--- src/rtl/interrupt_controller.sv ---
// Interrupt controller: per-source synchronizers and edge detectors, a masked
// pending register, and a fixed-length interrupt pulse held off until RTI retires.
module interrupt_controller #(
  parameter int NUM_SRC     = 4,
  parameter int SYNC_STAGES = 2,
  parameter int PULSE_LEN   = 2,
  parameter int ID_W        = 2
) (
  input  logic               clk,
  input  logic               rst,
  input  logic [NUM_SRC-1:0] irq_in,
  input  logic               mask_we,
  input  logic [NUM_SRC-1:0] mask_wdata,
  input  logic               rti_done,
  output logic               interrupt_signal,
  output logic [ID_W-1:0]    irq_id,
  output logic               in_service,
  output logic [NUM_SRC-1:0] pending,
  output logic [NUM_SRC-1:0] mask
);

  localparam int CNT_W = (PULSE_LEN > 1) ? $clog2(PULSE_LEN) : 1;

  typedef enum logic [1:0] {
    ST_IDLE    = 2'd0,
    ST_ASSERT  = 2'd1,
    ST_SERVICE = 2'd2
  } state_t;

  logic [NUM_SRC-1:0] sync_r [SYNC_STAGES];
  logic [NUM_SRC-1:0] edge_r;
  logic [NUM_SRC-1:0] rise_s;
  logic [NUM_SRC-1:0] pending_r;
  logic [NUM_SRC-1:0] mask_r;
  logic [NUM_SRC-1:0] eligible_s;
  logic [NUM_SRC-1:0] grant_oh_s;
  logic [NUM_SRC-1:0] clr_s;
  logic               grant_any_s;
  logic [ID_W-1:0]    grant_idx_s;

  state_t             state_r, state_nxt_s;
  logic [CNT_W-1:0]   cnt_r, cnt_nxt_s;
  logic               int_r, int_nxt_s;
  logic [ID_W-1:0]    id_r, id_nxt_s;
  logic               insvc_r, insvc_nxt_s;

  // Input synchronizer chain plus the delay flop for edge detection
  always_ff @(posedge clk or negedge rst) begin
    if (!rst) begin
      for (int s = 0; s < SYNC_STAGES; s++) sync_r[s] <= '0;
      edge_r <= '0;
    end else begin
      sync_r[0] <= irq_in;
      for (int s = 1; s < SYNC_STAGES; s++) sync_r[s] <= sync_r[s-1];
      edge_r <= sync_r[SYNC_STAGES-1];
    end
  end

  assign rise_s = sync_r[SYNC_STAGES-1] & ~edge_r;

  // Fixed priority select: lowest eligible index wins
  always_comb begin
    eligible_s  = pending_r & ~mask_r;
    grant_any_s = |eligible_s;
    grant_idx_s = '0;
    for (int i = NUM_SRC - 1; i >= 0; i--) begin
      grant_idx_s = eligible_s[i] ? ID_W'(i) : grant_idx_s;
    end
    for (int i = 0; i < NUM_SRC; i++) begin
      grant_oh_s[i] = grant_any_s && (grant_idx_s == ID_W'(i));
    end
  end

  // FSM next-state and next register values
  always_comb begin
    state_nxt_s = state_r;
    cnt_nxt_s   = cnt_r;
    int_nxt_s   = int_r;
    id_nxt_s    = id_r;
    insvc_nxt_s = insvc_r;
    clr_s       = '0;
    case (state_r)
      ST_IDLE: begin
        if (grant_any_s) begin
          state_nxt_s = ST_ASSERT;
          cnt_nxt_s   = CNT_W'(PULSE_LEN - 1);
          int_nxt_s   = 1'b1;
          id_nxt_s    = grant_idx_s;
          insvc_nxt_s = 1'b1;
          clr_s       = grant_oh_s;
        end else begin
          state_nxt_s = ST_IDLE;
        end
      end
      ST_ASSERT: begin
        if (cnt_r == '0) begin
          state_nxt_s = ST_SERVICE;
          int_nxt_s   = 1'b0;
        end else begin
          cnt_nxt_s = cnt_r - CNT_W'(1);
        end
      end
      ST_SERVICE: begin
        if (rti_done) begin
          state_nxt_s = ST_IDLE;
          insvc_nxt_s = 1'b0;
        end else begin
          state_nxt_s = ST_SERVICE;
        end
      end
      default: begin
        state_nxt_s = ST_IDLE;
        cnt_nxt_s   = '0;
        int_nxt_s   = 1'b0;
        insvc_nxt_s = 1'b0;
      end
    endcase
  end

  // State, output and pending/mask registers; a same-cycle edge beats the grant clear
  always_ff @(posedge clk or negedge rst) begin
    if (!rst) begin
      state_r   <= ST_IDLE;
      cnt_r     <= '0;
      int_r     <= 1'b0;
      id_r      <= '0;
      insvc_r   <= 1'b0;
      pending_r <= '0;
      mask_r    <= '0;
    end else begin
      state_r   <= state_nxt_s;
      cnt_r     <= cnt_nxt_s;
      int_r     <= int_nxt_s;
      id_r      <= id_nxt_s;
      insvc_r   <= insvc_nxt_s;
      pending_r <= (pending_r & ~clr_s) | rise_s;
      mask_r    <= mask_we ? mask_wdata : mask_r;
    end
  end

  assign interrupt_signal = int_r;
  assign irq_id           = id_r;
  assign in_service       = insvc_r;
  assign pending          = pending_r;
  assign mask             = mask_r;

endmodule
--- config.mk ---
export PLATFORM = sky130hd
export DESIGN_NAME = interrupt_controller
export DESIGN_NICKNAME = d
export VERILOG_FILES = /design/src/rtl/interrupt_controller.sv
export SDC_FILE = /design/constraint.sdc
export NUM_CORES = 1
export LEC_CHECK = 0
export ABC_AREA = 1
export BUFFER_PORTS_ARGS = -buffer_cell sky130_fd_sc_hd__buf_2
export CAP_MARGIN = 40
export CORE_AREA = 2 2 48 50
export DETAILED_ROUTE_END_ITERATION = 7
export DIE_AREA = 0 0 50 52
export PLACE_DENSITY = 0.81
export SYNTH_ARGS = -nofsm -noshare
export SYNTH_HDL_FRONTEND = slang
export SYNTH_SLANG_ARGS = --single-unit
export TNS_END_PERCENT = 5
--- constraint.sdc ---
create_clock -name clk -period 1.3 [get_ports clk]
set_input_delay 0.39 -clock clk [delete_from_list [all_inputs] [get_ports clk]]
set_output_delay 0.39 -clock clk [all_outputs]
set_load 0.05 [all_outputs]
==> results of run 1 <==
-- per-stage QoR --
step / hold WS [ns] / setup TNS, ns / instance area [um^2]
global route: 0.1310 / -0.4294 / 1311
floorplan: 0.09441 / 0 / 998.5
CTS: 0.1511 / -0.1314 / 1308
detailed placement: 0.3034 / 0 / 1169
global placement: 0.2971 / 0 / 1169
finish: 0.1678 / -0.01956 / 1311
-- flip-flops by register name (all words and copies together) (netlist names) --
signal	count
sync_r	8
cnt_r	1
irq_id	2
state_r	2
edge_r	4
in_service	1
mask	4
pending	4
interrupt_signal	1
-- cell usage in the layout (no fill, tap or decap), types with 9 or more instances in the layout --
cell	Yosys	final
inv_1	10	10
buf_6	0	12
o21ai_0	9	9
dfrtp_1	27	23
buf_2	0	11
nand2_1	12	12
-- worst min path at each step --
| stage | from | cells after the start | end |
|---|---|---|---|
| finish | irq_in[2] | 1 | sync_r[6] |
| floorplan | rst | 0 | cnt_r |
| global placement | rst | 1 | sync_r[1] |
| detailed placement | rst | 1 | sync_r[1] |
| global route | irq_in[0] | 1 | sync_r[4] |
| CTS | irq_in[0] | 1 | sync_r[4] |
-- what timing repair did --
action	CTS	global route
hold buffers	1	0
gates resized for setup	23	1
hold endpoints to repair	12	0
endpoints found under the setup margin	12	12
pin swaps	0	0
setup buffers	4	0
-- final cells by class --
class	count	area share (%)
well taps	28	2.672
clock buffers	3	1.718
multi-input cells	46	20.52
repair buffers	29	19.08
clock inverters	1	0.3817
inverters	13	3.721
flip-flops and latches	27	51.91
-- layer usage --
metal | wire (um) | part of all wire (%) | track usage, % | vias to the layer above
li1 | - | - | - | 339
met1 | 682 | 41 | 16.41 | 327
met2 | 907 | 55 | 27.85 | 14
met3 | 45 | 2.7 | 1.724 | 2
met4 | 10 | 0.61 | 8.333 | 0
met5 | 0 | 0 | 0 | -
-- power breakdown --
group | switching (mW) | internal, mW | total [mW]
Sequential | 0.155 | 1.03 | 1.19
Combinational | 0.881 | 0.524 | 1.41
Clock | 0.231 | 0.115 | 0.347
-- cells by family (layout without fill, tap and decap cells) --
family                 after synthesis  after routing
AO/OA/AOI/OAI                       16             16
AND/OR/NAND/NOR                     30             30
buffers and inverters               13             46
flip-flops                          27             27
==> flow_summary_export.csv, run 1 <==
group,metric,value,unit
synth,synth_edf_count,0,
timing,fin_ws,-0.008788,ns
floorplanning,ios,24,
synth,yosys.area.top_type,"dfrtp_1",
global_routing,grt_overflow,0,
flow_run,cap_viol_max_count,0,
outcome,violations,"negative setup slack",
global_routing,grt_pass1_wl,2870,um
synth,syn_area,993.5,um^2
global_routing,grt.total_usage,14.94,%
layout,finalNetCount,132,
timing,min_period_over_period,100.7,%
critical_path,worstPathArrival,0.92,ns
synth,yosys.area.top_type_share,68.01,%
routing,ant_nets,0,
outcome,status,"finished with violations",
critical_path,critical_path_class,"register to output pin",
cts,clock-root-buffer,"clkbuf_4",
routing,drc,0,
power,power,2.940,mW
synth,synthXorXnorAreaFrac,0,%
layout,final_cells,147,
synth,synth.area.top_cells,"dfrtp_1, o21ai_0, nand2_1, nand2_4, inv_1",
synth,synth_fp_nets,98,
global_routing,grt_max_degree,16,
critical_path,cpPeakStageDelay,0.45,ns
placement,gp_congestion,0.7515,
floorplanning,die_y,52,um
layout,drive_gt1_share,41.18,%
floorplanning,floorplan.initialDensity,47.18,%
critical_path,cp-endpoint,"mask[0]",
timing,setup_viol,3,
synth,yosysMostFrequentCell,"dfrtp_1",
synth,synth_compound_area_share,9.824,%
placement,placed_cells,138,
layout,area_growth,31.99,%
critical_path,start_kind,"register",
hold_path,hold_class,"input port to register",
cts,cts_tree,"built",
timing,fin_crit,1.309,ns
routing,viasPerCell,4.639,
synth,synth_cells,86,
timing,rsz0062_at_grt,"yes",
power,p_per_area,2242,nW/um^2
placement,portBuffers,23,
critical_path,ff2ff_setup_slack,0.14,ns
routing,vias,682,
timing,hold_viol,0,
placement,hpwl,1249,um
routing,first_pass_iters,2,
timing,worstMarginPinSlew,0.3209,ns
layout,multi_input_area,269.0,um^2
critical_path,cp_cell_sequence,"buf_6",
timing,finalClockSkew,0.002098,ns
cts,clockBufferDepth,2,
synth,synth_cell_types,19,
layout,nFillCells,177,
global_routing,antenna_found_initial,0,
layout,final_util,62.27,%
critical_path,cp_num_cells,1,
power,p_leak,0.6480,nW
critical_path,cp_top_family,"flip-flops",
synth,yosysSeqAreaShare,68.01,%
floorplanning,row_count,17,
routing,avgRoutedWirePerCell,11.20,um
synth,yosysWarnings,0,
critical_path,r2r-start,"pending[1]",
cts,clk_pin_slew,0.13,ns
critical_path,crit_path_top_delay_cell,"dfrtp_2",
critical_path,critPathRequiredTime,0.91,ns
critical_path,critPathBufInv,1,
critical_path,reg2reg_to,"state_r[0]",
timing,clock.fmax,764.1,MHz
synth,synthAdderAreaFrac,0,%
cts,cts_htree_levels,1,
cts,clock_latency,0.31,ns
synth,yosys_most_used_dff,"dfrtp_1",
critical_path,worstPathMaxFanout,2,
layout,seq_area,680.7,um^2
critical_path,crit_start,"mask[0]",
routing,drt-initial-drc-count,6,
timing,drv_slew,0,
floorplanning,die_area,2600,um^2
synth,synth_simple_gate_area_share,17.25,%
global_routing,grt_pass1_vias,722,
synth,synth.area.mux_share,0,%
cts,cts_sinks,27,
timing,relSlewSlack,78.61,%
critical_path,reg2reg_depth,6,
critical_path,cp-end-kind,"output pin",
synth,synthTopCellsByCount,"dfrtp_1, nand2_1, inv_1",
synth,synth-seq-cells,27,
floorplanning,die_x,50,um
synth,synth_top_family_by_area,"simple AND/OR/NAND/NOR gates",
power,ir_drop,1146,uV
cts,cts_buffers,3,
synth,syn_avg_cell_area,11.55,um^2
routing,drt_wl_total,1646,um
synth,async_flop_share,100.0,%
layout,antenna_cells,0,
floorplanning,core,2106,um^2
placement,dp_slack,0.2117,ns
No activity file was read; power rests on OpenSTA's default activity.
==> run 2, diff against run 1 <==
--- a/config.mk
+++ b/config.mk
@@ -8,10 +8,14 @@
 export ABC_AREA = 1
 export BUFFER_PORTS_ARGS = -buffer_cell sky130_fd_sc_hd__buf_2
 export CAP_MARGIN = 40
-export CORE_AREA = 2 2 48 50
+export CELL_PAD_IN_SITES_DETAIL_PLACEMENT = 1
+export CELL_PAD_IN_SITES_GLOBAL_PLACEMENT = 1
+export CORE_AREA = 2 2 54 56
+export CTS_CLUSTER_SIZE = 10
 export DETAILED_ROUTE_END_ITERATION = 7
-export DIE_AREA = 0 0 50 52
+export DIE_AREA = 0 0 56 58
 export PLACE_DENSITY = 0.81
+export SETUP_SLACK_MARGIN = 0.1
 export SYNTH_ARGS = -nofsm -noshare
 export SYNTH_HDL_FRONTEND = slang
 export SYNTH_SLANG_ARGS = --single-unit
==> run 2 against run 1 <==
Effect of this change:
- the flow still finishes with violations (negative setup slack)
- utilization shrank 12 points
- total power up 5.1%
- via count grew 3.7%
- cell area rose by 3.0%
- flip-flop and latch count did not move
- clock power down 1%
- first-iteration DRC count increased by 120%
- critical path type unchanged
==> flow_summary_export.csv, run 2 (same netlist as run 1, synthesis figures left out) <==
group,metric,value,unit
floorplanning,core,2663,um^2
critical_path,cpPeakStageDelay,0.45,ns
cts,cts_tree,"built",
routing,maxUsedRoutingLayer,"met4",
global_routing,grt_max_degree,17,
global_routing,grt_pass1_vias,785,
layout,largest_reg_flops,8,
routing,vias,707,
timing,clock.fmax,767.5,MHz
routing,wl_met2,1097,um
critical_path,worstPathMaxFanout,2,
critical_path,cp_top_family,"flip-flops",
cts,cts_buffers,3,
cts,clock-root-buffer,"clkbuf_4",
routing,drc,0,
timing,finalClockSkew,0.008163,ns
layout,drive_gt1_share,47.93,%
floorplanning,ios,24,
critical_path,crit_start,"pending[0]",
routing,wl_met1,921,um
power,p_per_area,2288,nW/um^2
routing,avgRoutedWirePerCell,13.89,um
global_routing,antenna_found_initial,0,
routing,drt_wl_total,2112,um
timing,finalSetupTns,-0.002963,ns
critical_path,critPathRequiredTime,0.91,ns
floorplanning,die_y,58,um
outcome,status,"finished with violations",
timing,fin_ws,-0.002963,ns
routing,viasPerCell,4.651,
power,ir_drop,1254,uV
layout,final_cell_mix,"dfrtp_1, buf_6, nand2_1, buf_2, inv_1",
critical_path,cp-end-kind,"output pin",
timing,min_period_over_period,100.2,%
placement,placed_cells,141,
timing,worstMarginPinSlew,0.2991,ns
critical_path,r2r-start,"pending[0]",
routing,drt-initial-drc-count,13,
power,p_leak,0.6530,nW
floorplanning,floorplan.initialDensity,37.31,%
floorplanning,die_x,56,um
layout,area_growth,35.89,%
critical_path,critPathBufInv,1,
critical_path,worstPathArrival,0.91,ns
critical_path,ff2ff_setup_slack,0.07,ns
timing,relSlewSlack,80.06,%
cts,clk_pin_slew,0.14,ns
global_routing,grt_overflow,0,
timing,rsz0062_at_grt,"yes",
critical_path,cp_cell_sequence,"buf_6",
flow_run,cap_viol_max_count,0,
cts,clock_latency,0.31,ns
routing,ant_nets,0,
routing,first_pass_iters,4,
cts,clockBufferDepth,2,
global_routing,grt_pass1_wl,3498,um
critical_path,start_kind,"register",
hold_path,hold_class,"input port to register",
floorplanning,row_count,19,
layout,antenna_cells,0,
floorplanning,die_area,3248,um^2
critical_path,cp_num_cells,1,
critical_path,cp-endpoint,"pending[0]",
critical_path,reg2reg_to,"state_r[0]",
outcome,violations,"negative setup slack",
timing,hold_viol,0,
routing,routed-wl-met3,77,um
cts,cts_sinks,27,
placement,gp_congestion,0.7361,
timing,drv_slew,0,
timing,setup_viol,1,
layout,largest_register,"sync_r",
placement,dp_slack,0.1838,ns
placement,hpwl,1511,um
critical_path,reg2reg_depth,6,
timing,fin_crit,1.303,ns
layout,finalNetCount,134,
cts,cts_htree_levels,1,
placement,portBuffers,23,
critical_path,crit_path_top_delay_cell,"dfrtp_2",
global_routing,grt.total_usage,14.42,%
hold_path,min_delay_path_depth,1,
layout,final_cells,152,
layout,final_common_cell,"dfrtp_1",
critical_path,critical_path_class,"register to output pin",
run 2: repair_timing:
action,4_1_cts,5_1_grt
pin swaps,1,10
endpoints found under the setup margin,12,20
hold buffers,1,0
endpoints found under the hold margin,11,0
gates resized for setup,24,9
setup buffers,6,0
run 2: how the worst min path moves through the flow:
| stage | start | endpoint | slack, ns |
|---|---|---|---|
| 2_1_floorplan | rst | cnt_r | 0.09 |
| 5_1_grt | irq_in[1] | sync_r[5] | 0.15 |
| 6_report | irq_in[1] | sync_r[5] | 0.17 |
| 3_5_place_dp | rst | sync_r[1] | 0.29 |
| 4_1_cts | irq_in[3] | sync_r[7] | 0.16 |
| 3_3_place_gp | rst | sync_r[1] | 0.29 |
run 2: layer usage:
layer	global-route usage [%]	vias to the layer above
met4	6.122	0
li1	-	339
met3	2.679	2
met5	0	-
met2	24.71	16
met1	18.09	350
run 2: area by class of cell:
type | count | area [um^2]
Fill cell | 298 | 1313
Tap cell | 31 | 38.79
Sequential cell | 27 | 686.9
Timing Repair Buffer | 31 | 265.3
Multi-Input combinational cell | 46 | 284.0
Clock buffer | 4 | 26.28
Inverter | 13 | 48.80
run 2: report_power, final:
group          total (mW)  internal, mW  leakage [nW]  switching [mW]
combinational        1.54         0.564         0.332           0.980
sequential           1.20          1.05         0.306           0.157
clock               0.342         0.120        0.0150           0.222
run 2: metrics by stage:
stage	total power, mW	cell area, um^2	util [%]	hold WS (ns)
finish	3.089	1350	50.70	0.1706
global placement	2.377	1177	44.22	0.2886
detailed placement	2.444	1177	44.22	0.2917
global route	3.285	1350	50.70	0.1468
floorplan	2.115	1003	-	0.09441
CTS	3.054	1334	50.09	0.1619
==> run 3, diff against run 2 <==
==> constraint.sdc (replaced) <==
create_clock -name clk -period 1.3 [get_ports clk]
set_input_delay 0.39 -clock clk [delete_from_list [all_inputs] [get_ports clk]]
set_output_delay 0.39 -clock clk [all_outputs]
set_load 0.005 [all_outputs]
==> run 3 against run 2 <==
Effect of this change:
- the flow now finishes without violations
- wire length is 6.3% lower
- first-iteration DRC count is 31% lower
- global-route usage is 0.78 points lower
- flip-flop and latch count stayed put
- cell area is 7.6% lower
- clock-buffer cell count stayed put
- sequential share of layout area is 3.4 points higher
- critical endpoint is now mask[0]
==> flow_summary_export.csv, run 3 (same netlist as run 1, synthesis figures left out) <==
group,metric,value,unit
cts,clock-root-buffer,"clkbuf_4",
critical_path,worstPathArrival,0.87,ns
floorplanning,core,2663,um^2
placement,gp_congestion,0.7819,
critical_path,critical_path_class,"register to output pin",
critical_path,cp_top_family,"flip-flops",
power,power,2.433,mW
timing,setup_viol,0,
routing,vias,680,
routing,first_pass_iters,2,
cts,cts_sinks,27,
layout,finalNetCount,132,
cts,clock_latency,0.32,ns
global_routing,use_met1,17.16,%
critical_path,cpPeakStageDelay,0.42,ns
layout,nFillCells,307,
flow_run,cap_viol_max_count,0,
critical_path,cp-end-kind,"output pin",
power,p_per_area,1950,nW/um^2
power,ir_drop,957.2,uV
layout,antenna_cells,0,
routing,drt-initial-drc-count,9,
timing,holdWs,0.1651,ns
global_routing,met3_usage,3.795,%
timing,drv_slew,0,
floorplanning,row_count,19,
timing,rsz0062_at_grt,"yes",
global_routing,busiest_layer,"met2",
critical_path,ff2ff_setup_slack,0.09,ns
timing,relSlewSlack,79.12,%
hold_path,hold_class,"input port to register",
layout,seq_area,676.9,um^2
layout,drive_gt1_share,41.18,%
placement,placed_cells,141,
timing,clock.fmax,793.2,MHz
floorplanning,die_area,3248,um^2
timing,fin_crit,1.261,ns
floorplanning,die_x,56,um
timing,finalClockSkew,0.004679,ns
timing,fin_ws,0.03923,ns
routing,drc,0,
layout,final_util,46.85,%
timing,worstMarginPinSlew,0.3132,ns
global_routing,grt.total_usage,13.64,%
critical_path,crit_path_top_delay_cell,"dfrtp_1",
critical_path,worstPathMaxFanout,2,
floorplanning,floorplan.initialDensity,37.31,%
routing,ant_nets,0,
layout,final_common_cell,"dfrtp_1",
placement,dpl_cell_area,1167,um^2
critical_path,critPathBufInv,1,
layout,area_growth,25.57,%
floorplanning,ios,24,
critical_path,start_kind,"register",
timing,hold_viol,0,
placement,portBuffers,23,
cts,cts_htree_levels,1,
routing,viasPerCell,4.533,
layout,largest_register,"sync_r",
global_routing,grt_pass1_wl,3381,um
layout,multi_input_area,279.0,um^2
placement,dp_slack,0.1960,ns
timing,min_period_over_period,96.98,%
layout,final_cell_mix,"dfrtp_1, buf_2, nand2_1, inv_1, o21ai_0",
floorplanning,die_y,58,um
outcome,status,"finished, final reports clean",
layout,largest_reg_flops,8,
global_routing,grt_overflow,0,
cts,cts_buffers,3,
global_routing,antenna_found_initial,0,
cts,cts_tree,"built",
cts,clk_pin_slew,0.14,ns
critical_path,critPathRequiredTime,0.91,ns
global_routing,grt_pass1_vias,749,
timing,finalSetupTns,0,ns
power,p_leak,0.6248,nW
layout,final_area,1247,um^2
global_routing,met2_usage,21.85,%
global_routing,grt_max_degree,17,
cts,clockBufferDepth,2,
routing,drt_wl_total,1978,um
placement,hpwl,1411,um
critical_path,cp_cell_sequence,"buf_2",
routing,avgRoutedWirePerCell,13.19,um
layout,final_cells,150,
## run 3: worst paths after layout
path                            start          to  depth (start not counted)
setup / recovery              mask[0]     mask[0]                          1
hold / removal              irq_in[1]   sync_r[5]                          1
setup reg to reg           pending[1]  state_r[0]                          6
hold reg to reg             sync_r[4]   sync_r[0]                          0
max in group asynchronous         rst     mask[0]                          3
min in group asynchronous         rst   sync_r[1]                          2
## run 3: layout make-up
type	count	share of cell area (%)
clock buffer	4	2.106
inverter	13	4.112
multi-input combinational	46	22.37
sequential	27	54.26
tap	31	3.109
timing repair buffer	29	14.04
## run 3: metal layers
layer	vias to the layer above	part of all wire, %	wire length [um]
met5	-	0	0
met2	14	48	956
met3	4	4.0	80
li1	335	-	-
met4	0	1.7	34
met1	327	46	907
## run 3: repair_timing
action	CTS	global route
pin swaps	0	6
setup endpoints to repair	12	18
resized for setup	0	9
hold buffers	1	0
cloned	0	0
hold endpoints to repair	11	0
buffers inserted	4	0
## run 3: power by group
group | leakage (nW) | internal, mW | switching [mW]
Sequential | 0.313 | 1.03 | 0.125
Clock | 0.0150 | 0.120 | 0.231
Combinational | 0.297 | 0.387 | 0.536
